File: config.mk
export PLATFORM = sky130hd
export DESIGN_NAME = switch_input_port
export DESIGN_NICKNAME = d
export VERILOG_FILES = /design/src/rtl/switch_io_pkg.sv /design/src/rtl/switch_debounce.sv /design/src/rtl/switch_input_port.sv
export SDC_FILE = /design/constraint.sdc
export NUM_CORES = 1
export LEC_CHECK = 0
export ABC_AREA = 1
export BUFFER_PORTS_ARGS = -buffer_cell sky130_fd_sc_hd__buf_2
export CORE_ASPECT_RATIO = 2
export CORE_MARGIN = 2
export CORE_UTILIZATION = 50
export CTS_CLUSTER_SIZE = 14
export DETAILED_ROUTE_END_ITERATION = 8
export PLACE_DENSITY_LB_ADDON = 0.2
export SETUP_SLACK_MARGIN = 0.4
export SLEW_MARGIN = 10
export SYNTH_ARGS = -nofsm -noshare
export SYNTH_HDL_FRONTEND = slang
export SYNTH_SLANG_ARGS = --single-unit
export TNS_END_PERCENT = 30
File: constraint.sdc
create_clock -name i_Clk -period 1.3 [get_ports i_Clk]
set_input_delay 0.13 -clock i_Clk [delete_from_list [all_inputs] [get_ports i_Clk]]
set_output_delay 0.13 -clock i_Clk [all_outputs]
set_load 0.02 [all_outputs]
File: src/rtl/switch_io_pkg.sv
// Shared constants and types for the switch input path.
// Switch count, read-port width, debounce default and read-port states.
package switch_io_pkg;

  localparam int N_SW            = 4;
  localparam int DATA_W          = 8;
  localparam int DEBOUNCE_CYCLES = 250000;
  localparam int CNT_W           = $clog2(DEBOUNCE_CYCLES);

  typedef enum logic {
    IDLE = 1'b0,
    PEND = 1'b1
  } rd_state_e;

endpackage

File: src/rtl/switch_debounce.sv
// One switch: 2-flop synchroniser, stability counter, stable level, rise detect.
// Ports: i_Clk, i_Rst_n, i_Raw -> o_Level (debounced), o_Press (1-cycle 0->1 pulse).
module switch_debounce #(
  parameter int DEBOUNCE_CYCLES = switch_io_pkg::DEBOUNCE_CYCLES
) (
  input  logic i_Clk,
  input  logic i_Rst_n,
  input  logic i_Raw,
  output logic o_Level,
  output logic o_Press
);
  import switch_io_pkg::*;

  localparam int CW = (DEBOUNCE_CYCLES > 2) ?
                      $clog2(DEBOUNCE_CYCLES) : 1;
  localparam logic [CW-1:0] CNT_MAX = CW'(DEBOUNCE_CYCLES - 1);

  logic          meta_q;
  logic          sync_q;
  logic          stable_q;
  logic          stable_d;
  logic          prev_q;
  logic [CW-1:0] cnt_q;
  logic [CW-1:0] cnt_d;

  // Counter only runs while the synchronised input disagrees
  // with the accepted level; any agreement restarts it.
  always_comb begin
    cnt_d    = '0;
    stable_d = stable_q;
    if (sync_q != stable_q) begin
      if (cnt_q == CNT_MAX) begin
        stable_d = sync_q;
      end else begin
        cnt_d = cnt_q + CW'(1);
      end
    end
  end

  always_ff @(posedge i_Clk or negedge i_Rst_n) begin
    if (!i_Rst_n) begin
      meta_q   <= 1'b0;
      sync_q   <= 1'b0;
      cnt_q    <= '0;
      stable_q <= 1'b0;
      prev_q   <= 1'b0;
    end else begin
      meta_q   <= i_Raw;
      sync_q   <= meta_q;
      cnt_q    <= cnt_d;
      stable_q <= stable_d;
      prev_q   <= stable_q;
    end
  end

  assign o_Level = stable_q;
  assign o_Press = stable_q & ~prev_q;

endmodule

File: src/rtl/switch_input_port.sv
// Debounced switch input port: per-switch conditioning plus a read-port FSM.
// o_Data = {press mask, levels at last event}; o_Valid/o_Overrun cleared by i_Rd.
module switch_input_port #(
  parameter int DEBOUNCE_CYCLES = switch_io_pkg::DEBOUNCE_CYCLES
) (
  input  logic                              i_Clk,
  input  logic                              i_Rst_n,
  input  logic [switch_io_pkg::N_SW-1:0]    i_Switch,
  input  logic                              i_Rd,
  output logic [switch_io_pkg::DATA_W-1:0]  o_Data,
  output logic                              o_Valid,
  output logic                              o_Overrun,
  output logic [switch_io_pkg::N_SW-1:0]    o_Sw_State
);
  import switch_io_pkg::*;

  logic [N_SW-1:0] level;
  logic [N_SW-1:0] press;

  for (genvar g = 0; g < N_SW; g++) begin : g_sw
    switch_debounce #(
      .DEBOUNCE_CYCLES(DEBOUNCE_CYCLES)
    ) u_db (
      .i_Clk  (i_Clk),
      .i_Rst_n(i_Rst_n),
      .i_Raw  (i_Switch[g]),
      .o_Level(level[g]),
      .o_Press(press[g])
    );
  end

  rd_state_e       state_q;
  rd_state_e       state_d;
  logic [N_SW-1:0] mask_q;
  logic [N_SW-1:0] mask_d;
  logic [N_SW-1:0] lvl_q;
  logic [N_SW-1:0] lvl_d;
  logic            ovr_q;
  logic            ovr_d;
  logic            any_press;

  assign any_press = |press;

  always_comb begin
    state_d = state_q;
    mask_d  = mask_q;
    lvl_d   = lvl_q;
    ovr_d   = ovr_q;
    unique case (state_q)
      IDLE: begin
        if (any_press) begin
          state_d = PEND;
          mask_d  = press;
          lvl_d   = level;
        end
      end
      PEND: begin
        if (any_press) begin
          // A read in the same cycle consumes the old event,
          // so the new one starts a fresh mask without overrun.
          mask_d = i_Rd ? press : (mask_q | press);
          lvl_d  = level;
          ovr_d  = ~i_Rd;
        end else if (i_Rd) begin
          state_d = IDLE;
          mask_d  = '0;
          ovr_d   = 1'b0;
        end
      end
    endcase
  end

  always_ff @(posedge i_Clk or negedge i_Rst_n) begin
    if (!i_Rst_n) begin
      state_q <= IDLE;
      mask_q  <= '0;
      lvl_q   <= '0;
      ovr_q   <= 1'b0;
    end else begin
      state_q <= state_d;
      mask_q  <= mask_d;
      lvl_q   <= lvl_d;
      ovr_q   <= ovr_d;
    end
  end

  assign o_Data     = {mask_q, lvl_q};
  assign o_Valid    = (state_q == PEND);
  assign o_Overrun  = ovr_q;
  assign o_Sw_State = level;

endmodule

==> flow_summary.toml <==
[outcome]
outcome = "complete, but fails checks"
failed_checks = "negative setup slack"

[global_routing]
grt_pass1_vias = 4589
grt-busiest-layer = "met2"
grt_overflow = 0
grt_util_met2_pct = 47.27
gr-usage-all-layers_pct = 25.34
grt_pass1_wl_um = 20670
grt_max_degree = 35
antenna_found_initial = 0
use_met1_pct = 25.18
grt_use_met3_pct = 4.017

[setup_path]
cp_num_buf_inv = 1
critical_path_class = "reg -> reg"
rr_worst_depth = 7
slowest_delay_ps = 410
crit_path_start = "g_sw[3].u_db.cnt_q[0]"
cp_data_arrival_time_ps = 1580
cp_max_fo = 4
path_cells = "ha_4 > nand3_4 > inv_2 > nand2_4 > nor2_4 > nor3b_2 > nor2_1"
cpMaxStageDelayCell = "dfrtp_1"
start_kind = "register"
crit_cells = 7
regToRegStartpoint = "g_sw[3].u_db.cnt_q[0]"
cp_data_required_time_ps = 1530
worst_setup_path_end_kind = "register"
critPathTopFamily = "simple AND/OR/NAND/NOR gates"

[timing]
fin_worst_skew_ps = 8.252
tns_ps = -132.0
setup_viol = 10
worst_slack_ps = -48.96
finalCritPeriodShare_pct = 103.8
min_period_ps = 1349
finalMaxSlewViolations = 0
rsz0062_at_grt = "true"
worst_pin_slew_ps = 346.8
final_hold_viol_count = 0
slew_headroom_pct = 76.88
fmax_mhz = 741.3

[placed_design]
dp_hpwl_um = 8290
gp_congestion = 0.9299
port_buffers = 20

[detailed_routing]
drc_errors = 0
drtIter0Drc = 188
drt-total-wl_um = 12920
avgViaCountPerCell = 5.289
drt_first_pass_iters = 5
ant_nets = 0
dr_total_vias = 4390
wl_per_cell_um = 15.57

[synth]
yosysWarnings = 0
synth_xor_area_share_pct = 6.980
synth_top_family_by_area = "simple AND/OR/NAND/NOR gates"
yosys.cell_types.count = 28
synth_top_area_share_pct = 49.57
netlist_instances = 595
yosys.area_share.simple_pct = 33.56
avgSynthCellArea_um2 = 8.315
synth_fp_nets = 606
synth.mux.area_fraction_pct = 0
synthTopCellsByArea = "dfrtp_1 (50%), nor2_1 (11%), nand2_1 (7.4%), nand3_1 (5.2%), inv_1 (3.8%)"
synth-adder-area-share_pct = 1.012
yosys.area.top_type = "dfrtp_1"
synth_seq_area_share_pct = 49.57
synth-seq-cells = 98
synth_area_mm2 = 0.004947
synth_compound_area_share_pct = 3.617

[floorplan]
dieArea_mm2 = 0.01075
chipHeight_um = 144.7
rows = 51
core-area_mm2 = 0.009699
start_util_pct = 51.01
io_pins = 21
die_x_um = 74.34

[power]
ir_drop_mv = 0.9229
p_leak_nw = 2.941
power_density_mw_per_mm2 = 885.2

[clocking]
clk_pin_slew_ps = 70
h-tree-depth = 3
cts_sinks = 98
cts_tree = "done"
root_buffer = "clkbuf_16"
numCtsBuffers = 9
clockBufferDepth = 2
clock_latency_ps = 340

[hold_path]
hold_path_class = "in -> reg"
min-delay-start = "i_Rd"
min_path_cells = 4

[flow_run]
drv_cap = 0

[cells_and_area]
fin_util_pct = 72.45
n_antenna_cell = 0
nNetsFinal = 704
layout-drive-gt1-share_pct = 44.13
final_cell_mix = "nor2_1 (100), dfrtp_1 (81), nand2_1 (67), buf_4 (52), inv_1 (44)"
synthToLayoutAreaGrowth_pct = 42.03
layout_commonest_cell = "nor2_1"
-- Yosys cell counts, drive strengths merged --
cell type,instances
nor2,166
nand2,112
dfrtp,98
inv,56
nand3,54
xor2,25
o21ai,17
a21oi,15
nor3,11
xnor2,11
buf,7
nand4,7
nor3b,5
ha,4
nand3b,3
and2,2
o21bai,1
o31ai,1
-- cell type report --
type	instances	area [um^2]
tap	132	165.2
clock inverter	3	21.27
timing repair buffer	94	852.1
sequential	98	2474
fill	696	2673
inverter	56	220.2
clock buffer	13	280.3
multi-input combinational	434	3014
-- power breakdown --
part	switching [mW]	leakage, nW	internal, mW
Sequential	0.0656	1.31	3.10
Clock	1.13	0.148	1.51
Combinational	0.221	1.49	0.189
Total	1.42	2.94	4.80
-- worst paths after layout --
kind                            slack (ps)                      to
worst min-delay path                    80                 o_Valid
max in group asynchronous              580   g_sw[1].u_db.cnt_q[2]
min in group asynchronous              240  g_sw[1].u_db.cnt_q[10]
worst max register to register         -50  g_sw[3].u_db.cnt_q[14]
worst max-delay path                   -50  g_sw[3].u_db.cnt_q[14]
worst min register to register         350     g_sw[0].u_db.sync_q
-- registers in the layout, indices dropped and copies added (netlist names) --
name and cells:
o_Valid 1, g_sw.u_db.sync_q 4, g_sw.u_db.meta_q 4, mask_q 4, o_Overrun 1, g_sw.u_db.prev_q 4, lvl_q 4, g_sw.u_db.cnt_q 72
g_sw.u_db.o_Level 4
-- cells by family (layout without fill, tap and decap cells) --
family,after synthesis,after routing
AND/OR/NAND/NOR,360,360
flip-flops,98,98
buffers and inverters,63,166
XOR/XNOR,36,36
AO/OA/AOI/OAI,34,34
adder cells (fa/ha/maj),4,4
-- through the flow --
step                cell area (um^2)  instances  hold WS [ps]  setup slack (ps)  total power [mW]
finish                          7027        830         84.72            -48.96             6.220
CTS                             6711        819         73.03            -13.31             6.229
detailed placement              5575        781         117.9            -138.6             3.487
floorplan                       5025        595        -165.6             77.41             3.318
global placement                5575        781         106.2            -92.63             3.474
global route                    7027        830         99.57            -138.1             6.443
-- per-layer routing --
metal	part of all wire, %	vias up
met3	2.7	52
met4	5.1	0
met1	35	2148
met5	0	-
met2	57	119
li1	-	2071
-- repair_timing --
item	in CTS	in global routing
gates resized for setup	173	65
endpoints found under the setup margin	100	111
pin swaps	75	60
hold buffers	5	0
buffers inserted	17	11
endpoints found under the hold margin	33	0
-- worst reg2reg max path, stage by stage, from the launching register on --
cell	delay, ps
dfrtp_1	410
ha_4	170
nand3_4	90
inv_2	80
nand2_4	70
nor2_4	150
nor3b_2	210
nor2_1	60
(Power assumes the default switching activity.)
